===== config.mk =====
export PLATFORM = sky130hd
export DESIGN_NAME = nn_argmax_reader
export DESIGN_NICKNAME = d
export VERILOG_FILES = /design/src/rtl/nn_argmax_reader.sv
export SDC_FILE = /design/constraint.sdc
export NUM_CORES = 1
export LEC_CHECK = 0
export ABC_AREA = 0
export CORE_UTILIZATION = 54
export CTS_CLUSTER_SIZE = 40
export DETAILED_ROUTE_END_ITERATION = 6
export PLACE_DENSITY_LB_ADDON = 0.25
export SLEW_MARGIN = 20
export SYNTH_ARGS = -nofsm -noshare
export SYNTH_HDL_FRONTEND = slang
export SYNTH_SLANG_ARGS = --single-unit

===== constraint.sdc =====
create_clock -name clk -period 6.75 [get_ports clk]
set_clock_uncertainty 0.2 [all_clocks]
set_input_delay 2.025 -clock clk [delete_from_list [all_inputs] [get_ports clk]]
set_output_delay 2.025 -clock clk [all_outputs]
set_load 0.1 [all_outputs]

===== src/rtl/nn_argmax_reader.sv =====
// Argmax reader for a 10-class score vector: 10-cycle sequential scan, one-cycle result pulse.
// Optional accuracy tracking (match, correct/total counters) is enabled by defining NN_ARGMAX_ACC_EN.
module nn_argmax_reader (
    input  logic        clk,
    input  logic        rst,
    input  logic        scores_valid,
    input  logic [79:0] scores,
    input  logic [3:0]  label,
    input  logic        clr_cnt,
    output logic        busy,
    output logic [3:0]  class_out,
    output logic [7:0]  max_out,
    output logic        pred_valid,
    output logic        match,
    output logic [9:0]  correct_cnt,
    output logic [9:0]  total_cnt
);

    typedef enum logic [1:0] {
        IDLE = 2'd0,
        SCAN = 2'd1,
        DONE = 2'd2
    } state_t;

    localparam logic [3:0] LAST_IDX = 4'd9;
    localparam logic [9:0] CNT_MAX  = 10'd1023;

    state_t      state_r;
    state_t      state_nx_s;
    logic [79:0] cap_scores_r;
    logic [3:0]  idx_r;
    logic [7:0]  run_max_r;
    logic [3:0]  run_pred_r;
    logic [7:0]  cur_score_s;
    logic [7:0]  win_max_s;
    logic [3:0]  win_pred_s;
    logic        busy_r;
    logic        pred_valid_r;
    logic [3:0]  class_r;
    logic [7:0]  max_r;

    function automatic logic [7:0] score_sel(input logic [79:0] vec, input logic [3:0] sel);
        case (sel)
            4'd0:    score_sel = vec[7:0];
            4'd1:    score_sel = vec[15:8];
            4'd2:    score_sel = vec[23:16];
            4'd3:    score_sel = vec[31:24];
            4'd4:    score_sel = vec[39:32];
            4'd5:    score_sel = vec[47:40];
            4'd6:    score_sel = vec[55:48];
            4'd7:    score_sel = vec[63:56];
            4'd8:    score_sel = vec[71:64];
            4'd9:    score_sel = vec[79:72];
            default: score_sel = 8'h00;
        endcase
    endfunction

    // State register
    always_ff @(posedge clk or negedge rst) begin
        if (!rst) begin
            state_r <= IDLE;
        end else begin
            state_r <= state_nx_s;
        end
    end

    // Next-state logic; requests arriving outside IDLE are dropped
    always_comb begin
        state_nx_s = state_r;
        case (state_r)
            IDLE: begin
                if (scores_valid) begin
                    state_nx_s = SCAN;
                end else begin
                    state_nx_s = IDLE;
                end
            end
            SCAN: begin
                if (idx_r == LAST_IDX) begin
                    state_nx_s = DONE;
                end else begin
                    state_nx_s = SCAN;
                end
            end
            DONE:    state_nx_s = IDLE;
            default: state_nx_s = IDLE;
        endcase
    end

    // Running comparison; strict greater-than keeps the lowest index on ties
    always_comb begin
        cur_score_s = score_sel(cap_scores_r, idx_r);
        win_max_s   = run_max_r;
        win_pred_s  = run_pred_r;
        if (cur_score_s > run_max_r) begin
            win_max_s  = cur_score_s;
            win_pred_s = idx_r;
        end else begin
            win_max_s  = run_max_r;
            win_pred_s = run_pred_r;
        end
    end

    // Capture, scan datapath and registered result outputs
    always_ff @(posedge clk or negedge rst) begin
        if (!rst) begin
            cap_scores_r <= 80'd0;
            idx_r        <= 4'd0;
            run_max_r    <= 8'd0;
            run_pred_r   <= 4'd0;
            class_r      <= 4'd0;
            max_r        <= 8'd0;
            busy_r       <= 1'b0;
            pred_valid_r <= 1'b0;
        end else begin
            busy_r       <= (state_nx_s != IDLE);
            pred_valid_r <= (state_nx_s == DONE);
            case (state_r)
                IDLE: begin
                    if (scores_valid) begin
                        cap_scores_r <= scores;
                        idx_r        <= 4'd0;
                        run_max_r    <= 8'd0;
                        run_pred_r   <= 4'd0;
                    end else begin
                        cap_scores_r <= cap_scores_r;
                    end
                end
                SCAN: begin
                    idx_r      <= idx_r + 4'd1;
                    run_max_r  <= win_max_s;
                    run_pred_r <= win_pred_s;
                    if (idx_r == LAST_IDX) begin
                        class_r <= win_pred_s;
                        max_r   <= win_max_s;
                    end else begin
                        class_r <= class_r;
                    end
                end
                DONE:    idx_r <= idx_r;
                default: idx_r <= 4'd0;
            endcase
        end
    end

    assign busy       = busy_r;
    assign pred_valid = pred_valid_r;
    assign class_out  = class_r;
    assign max_out    = max_r;

`ifdef NN_ARGMAX_ACC_EN
    logic [3:0] cap_label_r;
    logic       match_r;
    logic [9:0] correct_r;
    logic [9:0] total_r;

    // Label capture and match flag, updated together with the result
    always_ff @(posedge clk or negedge rst) begin
        if (!rst) begin
            cap_label_r <= 4'd0;
            match_r     <= 1'b0;
        end else begin
            if ((state_r == IDLE) && scores_valid) begin
                cap_label_r <= label;
            end else begin
                cap_label_r <= cap_label_r;
            end
            if ((state_r == SCAN) && (idx_r == LAST_IDX)) begin
                match_r <= (win_pred_s == cap_label_r);
            end else begin
                match_r <= match_r;
            end
        end
    end

    // Saturating accuracy counters; the clear beats a same-cycle DONE update
    always_ff @(posedge clk or negedge rst) begin
        if (!rst) begin
            correct_r <= 10'd0;
            total_r   <= 10'd0;
        end else if (clr_cnt) begin
            correct_r <= 10'd0;
            total_r   <= 10'd0;
        end else if (state_r == DONE) begin
            if (total_r != CNT_MAX) begin
                total_r <= total_r + 10'd1;
            end else begin
                total_r <= total_r;
            end
            if (match_r && (correct_r != CNT_MAX)) begin
                correct_r <= correct_r + 10'd1;
            end else begin
                correct_r <= correct_r;
            end
        end else begin
            correct_r <= correct_r;
            total_r   <= total_r;
        end
    end

    assign match       = match_r;
    assign correct_cnt = correct_r;
    assign total_cnt   = total_r;
`else
    logic unused_s;

    assign unused_s    = ^{label, clr_cnt};
    assign match       = 1'b0;
    assign correct_cnt = 10'd0;
    assign total_cnt   = 10'd0;
`endif

endmodule


# --- Word level (Yosys, flattened, before mapping) ---
# Index checks and enable logic that the tools add are counted.
totals:
  ff_bits: 112
  latch_bits: 0
  mem_bits_rw: 0
  rom_bits: 0
  input_bits: 88
  output_inout_bits: 35
  word_cells: 44
  mem_count: 0
op_classes:
  n_addsub: 1
  n_mul: 0
  div: 0
  magnitude_cmp: 1
  eq_ne: 13
  n_shift: 0
  mux: 11
  bitwise: 1
  reduce_logical: 8
ops:
  columns: ["cell", "count"]
  rows:
  - ["$pmux W8 S10", 1]
  - ["$eq A4 B3 Y1 const B", 4]
  - ["$mux W8", 2]
  - ["$pmux W8 S2", 1]
  - ["$pmux W4 S3", 1]
  - ["$eq A4 B2 Y1 const B", 2]
  - ["$eq A4 B4 Y1 const B", 2]
  - ["$gt A8 B8 Y1", 1]
  - ["$mux W4", 2]
  - ["$pmux W4 S2", 1]
  - ["$reduce_and A2 Y1", 4]
  - ["$add A4 B1 Y4 const B", 1]
  - ["$eq A2 B2 Y1 const B", 2]
  - ["$eq A4 B1 Y1 const B", 1]
  - ["$logic_not A4 Y1", 1]
  - ["$pmux W2 S2", 1]
  - ["$reduce_bool A2 Y1", 2]
  - ["$eq A2 B1 Y1 const B", 1]
  - ["$logic_not A2 Y1", 1]
  - ["$mux W2", 1]
  - ["$ne A2 B2 Y1 const B", 1]
  - ["$mux W1", 1]
  - ["$not A1 Y1", 1]

# --- Longest topological paths before layout ---
logic_depth:
  ltp_word: 5
  ltp_mapped: 14
  mapped_depth_nobuf: 11

# --- Least setup slack after synthesis ---
# No wires, ideal clock.
synth_path:
  kind: "flip-flop to flip-flop"
  startpoint: "register idx_r[1]"
  endpoint: "register run_max_r[0]"
  setup_ps: 122
  arrival_ps: 3023
  t_required_ps: 6428
  setup_slack_ps: 3405
  stages_incl_launch_ff: 15
  path_buffers: 3
  period_less_slack_ps: 3345
  cell_sequence: "dfrtp_1 > inv_1 > ha_1 > buf_2 > a222oi_1 > nand2_1 > a221o_1 > ha_1 > nand4_4 > nor2_4 > a21oi_4 > or2_1 > buf_6 > buf_6 > a32o_1"
synth_between:
  elab_chain_cells: 5
  elab_cells_between_ends: 14
  classes_between: "order compare: 1; eq/ne: 9; mux: 3; reduce/logical: 1"
synth_rtl:
  columns: ["element", "line_no", "rtl"]
  rows:
  - ["start, declared", "31", "logic [3:0] idx_r;"]
  - ["start signal, assigned", "130", "idx_r <= idx_r + 4'd1;"]
  - ["start signal, assigned", "140", "DONE: idx_r <= idx_r;"]
  - ["$eq A4 B4 Y1, or another cell as far along", "43", "case (sel)"]
  - ["$pmux W8 S10 (*)", "43", null]
  - ["$gt A8 B8 Y1", "95", "if (cur_score_s > run_max_r) begin"]
  - ["$mux W8 (*)", "95", null]
  - ["$pmux W8 S2 (*)", "118", "case (state_r)"]
  - ["end signal, assigned", "131", "run_max_r <= win_max_s;"]
  - ["end, declared", "32", "logic [7:0] run_max_r;"]
# Mark *: on every way between the ends. The rest lies on a longest branch, timed or not.
# A chain may end at the register's enable or synchronous reset.

# --- Worst setup path after layout ---
layout_path:
  startpoint: "register idx_r[0]"
  endpoint: "register max_r[7] (netlist: max_out[7])"
layout_between:
  elab_chain_cells: 4
  elab_cells_between_ends: 14
  classes_between: "order compare: 1; eq/ne: 9; mux: 2; reduce/logical: 2"
layout_rtl:
  columns: ["element", "line_no", "rtl"]
  rows:
  - ["$eq A4 B4 Y1, or another cell as far along", "43, 133", null]
  - ["$pmux W8 S10", "43", null]
  - ["$gt A8 B8 Y1", "95", null]
  - ["$mux W8", "95", null]
  - ["end signal, assigned", "135", "max_r <= win_max_s;"]
  - ["end, declared", "40", "logic [7:0] max_r;"]
# Parallel ways exist; a longest one is shown, timed or not.

==> results.sh <==
export IMPL_synth_async_sr_flop_share_pct=100
export IMPL_fp_dieArea_um2=10400
export IMPL_area_growth_synth_to_final_pct=21.0
export IMPL_utilization_pct=67.1
export IMPL_timing_final_crit_share_pct=68.8
export IMPL_finalWeightedCongestion=0.869
export IMPL_finalHoldViolations=0
export IMPL_drt_pass1_iter_count=4
export IMPL_synth_edf_count=0
export IMPL_cts_hold_repair_buffers=0
export IMPL_floorplan_initialDensity_pct=55.5
export IMPL_wl_um=11500
export IMPL_setup_tns_ns=0
export IMPL_die_width_um=102
export IMPL_drt_iter0_markers=156
export IMPL_num_rows=36
export IMPL_whs_endpoint="class_out[1]"
export IMPL_ctsHtreeMaxLevel=3
export IMPL_p_per_area_nw_per_um2=549
export IMPL_setup_buffers_after_cts=0
export IMPL_ys_top_cells_by_area="dfrtp_1, mux2_2, buf_4, ha_1, a32o_1"
export IMPL_final_fill_count=769
export IMPL_slew_viol_final=0
export IMPL_irDropWorstVdd_v=0.000298
export IMPL_worstSkewPairLatency_ns=0.38
export IMPL_drt_vias_per_instance=5.69
export IMPL_portBuffers=96
export IMPL_clock_tree_buffer_depth=2
export IMPL_antenna_found_initial=0
export IMPL_status="complete, no violations"
export IMPL_routedWlPerCell_um=17.7
export IMPL_setup_repair_after_global_routing_missed_its_margin="no"
export IMPL_core_area_um2=9770
export IMPL_final_layout_size_suffix_gt1_share_pct=22.5
export IMPL_grt_max_degree=69
export IMPL_worstSetupStartpointType="flop"
export IMPL_max_slew_margin_pct=35.0
export IMPL_cts_buffers=9
export IMPL_syn_area_per_cell_um2=12.6
export IMPL_vias_in_the_first_global_route=3709
export IMPL_drc=0
export IMPL_crit_type="flop to flop"
export IMPL_detailedPlacementHpwl_um=8130
export IMPL_worst_slew_pin_slew_ns=0.975
export IMPL_dominant_register_cell_in_the_synthesized_netlist="dfrtp_1"
export IMPL_pre_cts_ws_ns=2.21
export IMPL_final_setup_viol_count=0
export IMPL_num_antenna_cells=0
export IMPL_worst_endpoint_required_ns=6.78
export IMPL_yosys_warnings=0
export IMPL_postCtsResizedCells=0
export IMPL_worstSetupEndpointType="flop"
export IMPL_totalPowerFinal_mw=3.60
export IMPL_r2r_cells=11
export IMPL_path_max_fanout=21
export IMPL_tritoncts="built"
export IMPL_synth_seq_cells=112
export IMPL_cts_reportedPaths_clkPinSlew_ns=0.11
export IMPL_max_freq_ghz=0.215
export IMPL_globalRoute_totalOverflow=0
export IMPL_post_route_min_period_ns=4.64
export IMPL_pin_count=123
export IMPL_lkg_pwr_nw=2.74
export IMPL_synth_top_cell_area_share_pct=51.7
export IMPL_class_of_the_tightest_hold_or_removal_check="flop to flop"
export IMPL_synthesis_instances=431
export IMPL_critical_path_reg2reg_startpoint="idx_r[0]"
export IMPL_cap_violations=0
export IMPL_tritoncts_num_sinks=112
export IMPL_hold_depth=2
export IMPL_die_height_um=102
export IMPL_synth_cell_types=55
export IMPL_whs_ns=0.286
export IMPL_yosysSeqAreaShare_pct=51.7
export IMPL_arrival_ns=4.68
export IMPL_final_nets=611
export IMPL_mappedNetlistArea_um2=5420
export IMPL_route_antenna_remaining_nets=0
export IMPL_root_buffer_cell="clkbuf_8"
export IMPL_crit_reg2reg_capture="max_out[7]"
export IMPL_yosys_area_top_type="dfrtp_1"
export IMPL_reg2reg_slack_ns=2.11
export IMPL_groute_usage_overall_pct=24.2
export IMPL_post_route_worst_setup_slack_ns=2.11
export IMPL_wire_length_of_the_first_global_routing_pass_um=19000
export IMPL_hold_path_startpoint="class_out[1]"
export IMPL_via_count=3693
## cell usage after synthesis (3+ instances only)
master    number
dfrtp_1      112
mux2_2        85
nand2_1       25
buf_4         24
buf_2         20
a22oi_1       16
a32o_1        13
inv_1         13
ha_1          12
a21oi_1        8
o21ai_0        8
a21o_1         6
a222oi_1       6
a22o_1         6
nor2_1         6
o211ai_1       6
clkbuf_1       4
nand3_1        4
nor2b_1        4
o41a_1         4
a221o_1        3
a221oi_1       3
and3_1         3
## cell families after synthesis
group,share of synthesized area [%]
DFF,51.7
buffers and inverters,6.90
other,0.0692
xor gates and xnor gates,0.323
adders and majority gates,2.77
and+or+nand+nor,5.31
AOI/OAI and AO/OA,14.9
muxes,18.0
## cell type report
type	count	area (um2)	share of cell area, %
flip-flops and latches	112	2800	42.7
clock inverters	6	76.3	1.16
clock buffers	10	138	2.10
multi-input cells	274	2330	35.5
repair buffers	101	996	15.2
well taps	133	166	2.54
inverters	13	48.8	0.744
## worst max-delay path: stages, from the launching register on
cell      delay [ns]
dfrtp_1         0.49
inv_1           0.14
ha_1            0.81
a22oi_1         0.17
a21o_1          0.26
a221oi_1        0.48
ha_1            0.22
nor2b_1         0.14
o211ai_1        0.13
a211oi_4        0.69
or2_1           0.58
o311ai_0        0.19
## cell usage in the layout (no fill, tap or decap), types with 3 or more instances in the layout
cell type / count
mux2_2: 85
clkdlybuf4s50_1: 95
nand3_1: 4
clkbuf_8: 10
nand2_1: 25
a222oi_1: 6
a22o_1: 6
dfrtp_1: 112
inv_1: 13
a221oi_1: 3
conb_1: 21
nor2_1: 5
buf_4: 6
ha_1: 12
a32o_1: 13
o211ai_1: 6
a221o_1: 3
a21o_1: 6
o21ai_0: 8
and3_1: 3
o41a_1: 4
a22oi_1: 16
nor2b_1: 3
a21oi_1: 8
## routing by layer
layer,up-vias,global-route usage (%),wire length (um)
met4,0,5.93,119
met3,10,5.95,552
li1,1717,-,-
met2,107,38.5,5650
met1,1859,33.5,5150
met5,-,0,0
## worst max path at each step
stage / startpoint / end / slack, ns
3_3_place_gp: idx_r[0] / max_out[7] / 2.29
2_1_floorplan: idx_r[1] / run_max_r[0] / 3.41
5_1_grt: idx_r[1] / max_out[7] / 1.87
4_1_cts: idx_r[1] / class_out[2] / 2.19
3_5_place_dp: idx_r[1] / max_out[7] / 2.21
6_report: idx_r[0] / max_out[7] / 2.11
## flip-flops by register name, indices dropped and copies added (netlist names)
name and cells:
state_r 2, cap_scores_r 80, run_pred_r 4, pred_valid 1, run_max_r 8, class_out 4, idx_r 4, busy 1
max_out 8
## per-stage QoR
stage                     std cells  instance area [um2]
after global placement          633                 6340
after floorplan                 451                 5500
after CTS                       649                 6560
final                           649                 6560
after global routing            649                 6560
after detailed placement        633                 6340
## where the power goes
group	switching (mW)	total (mW)	internal [mW]
Clock	0.233	0.421	0.188
Sequential	0.176	1.18	1.00
Combinational	1.20	2.00	0.801
Total	1.61	3.60	1.99
Power figures use the tool's default switching activity.
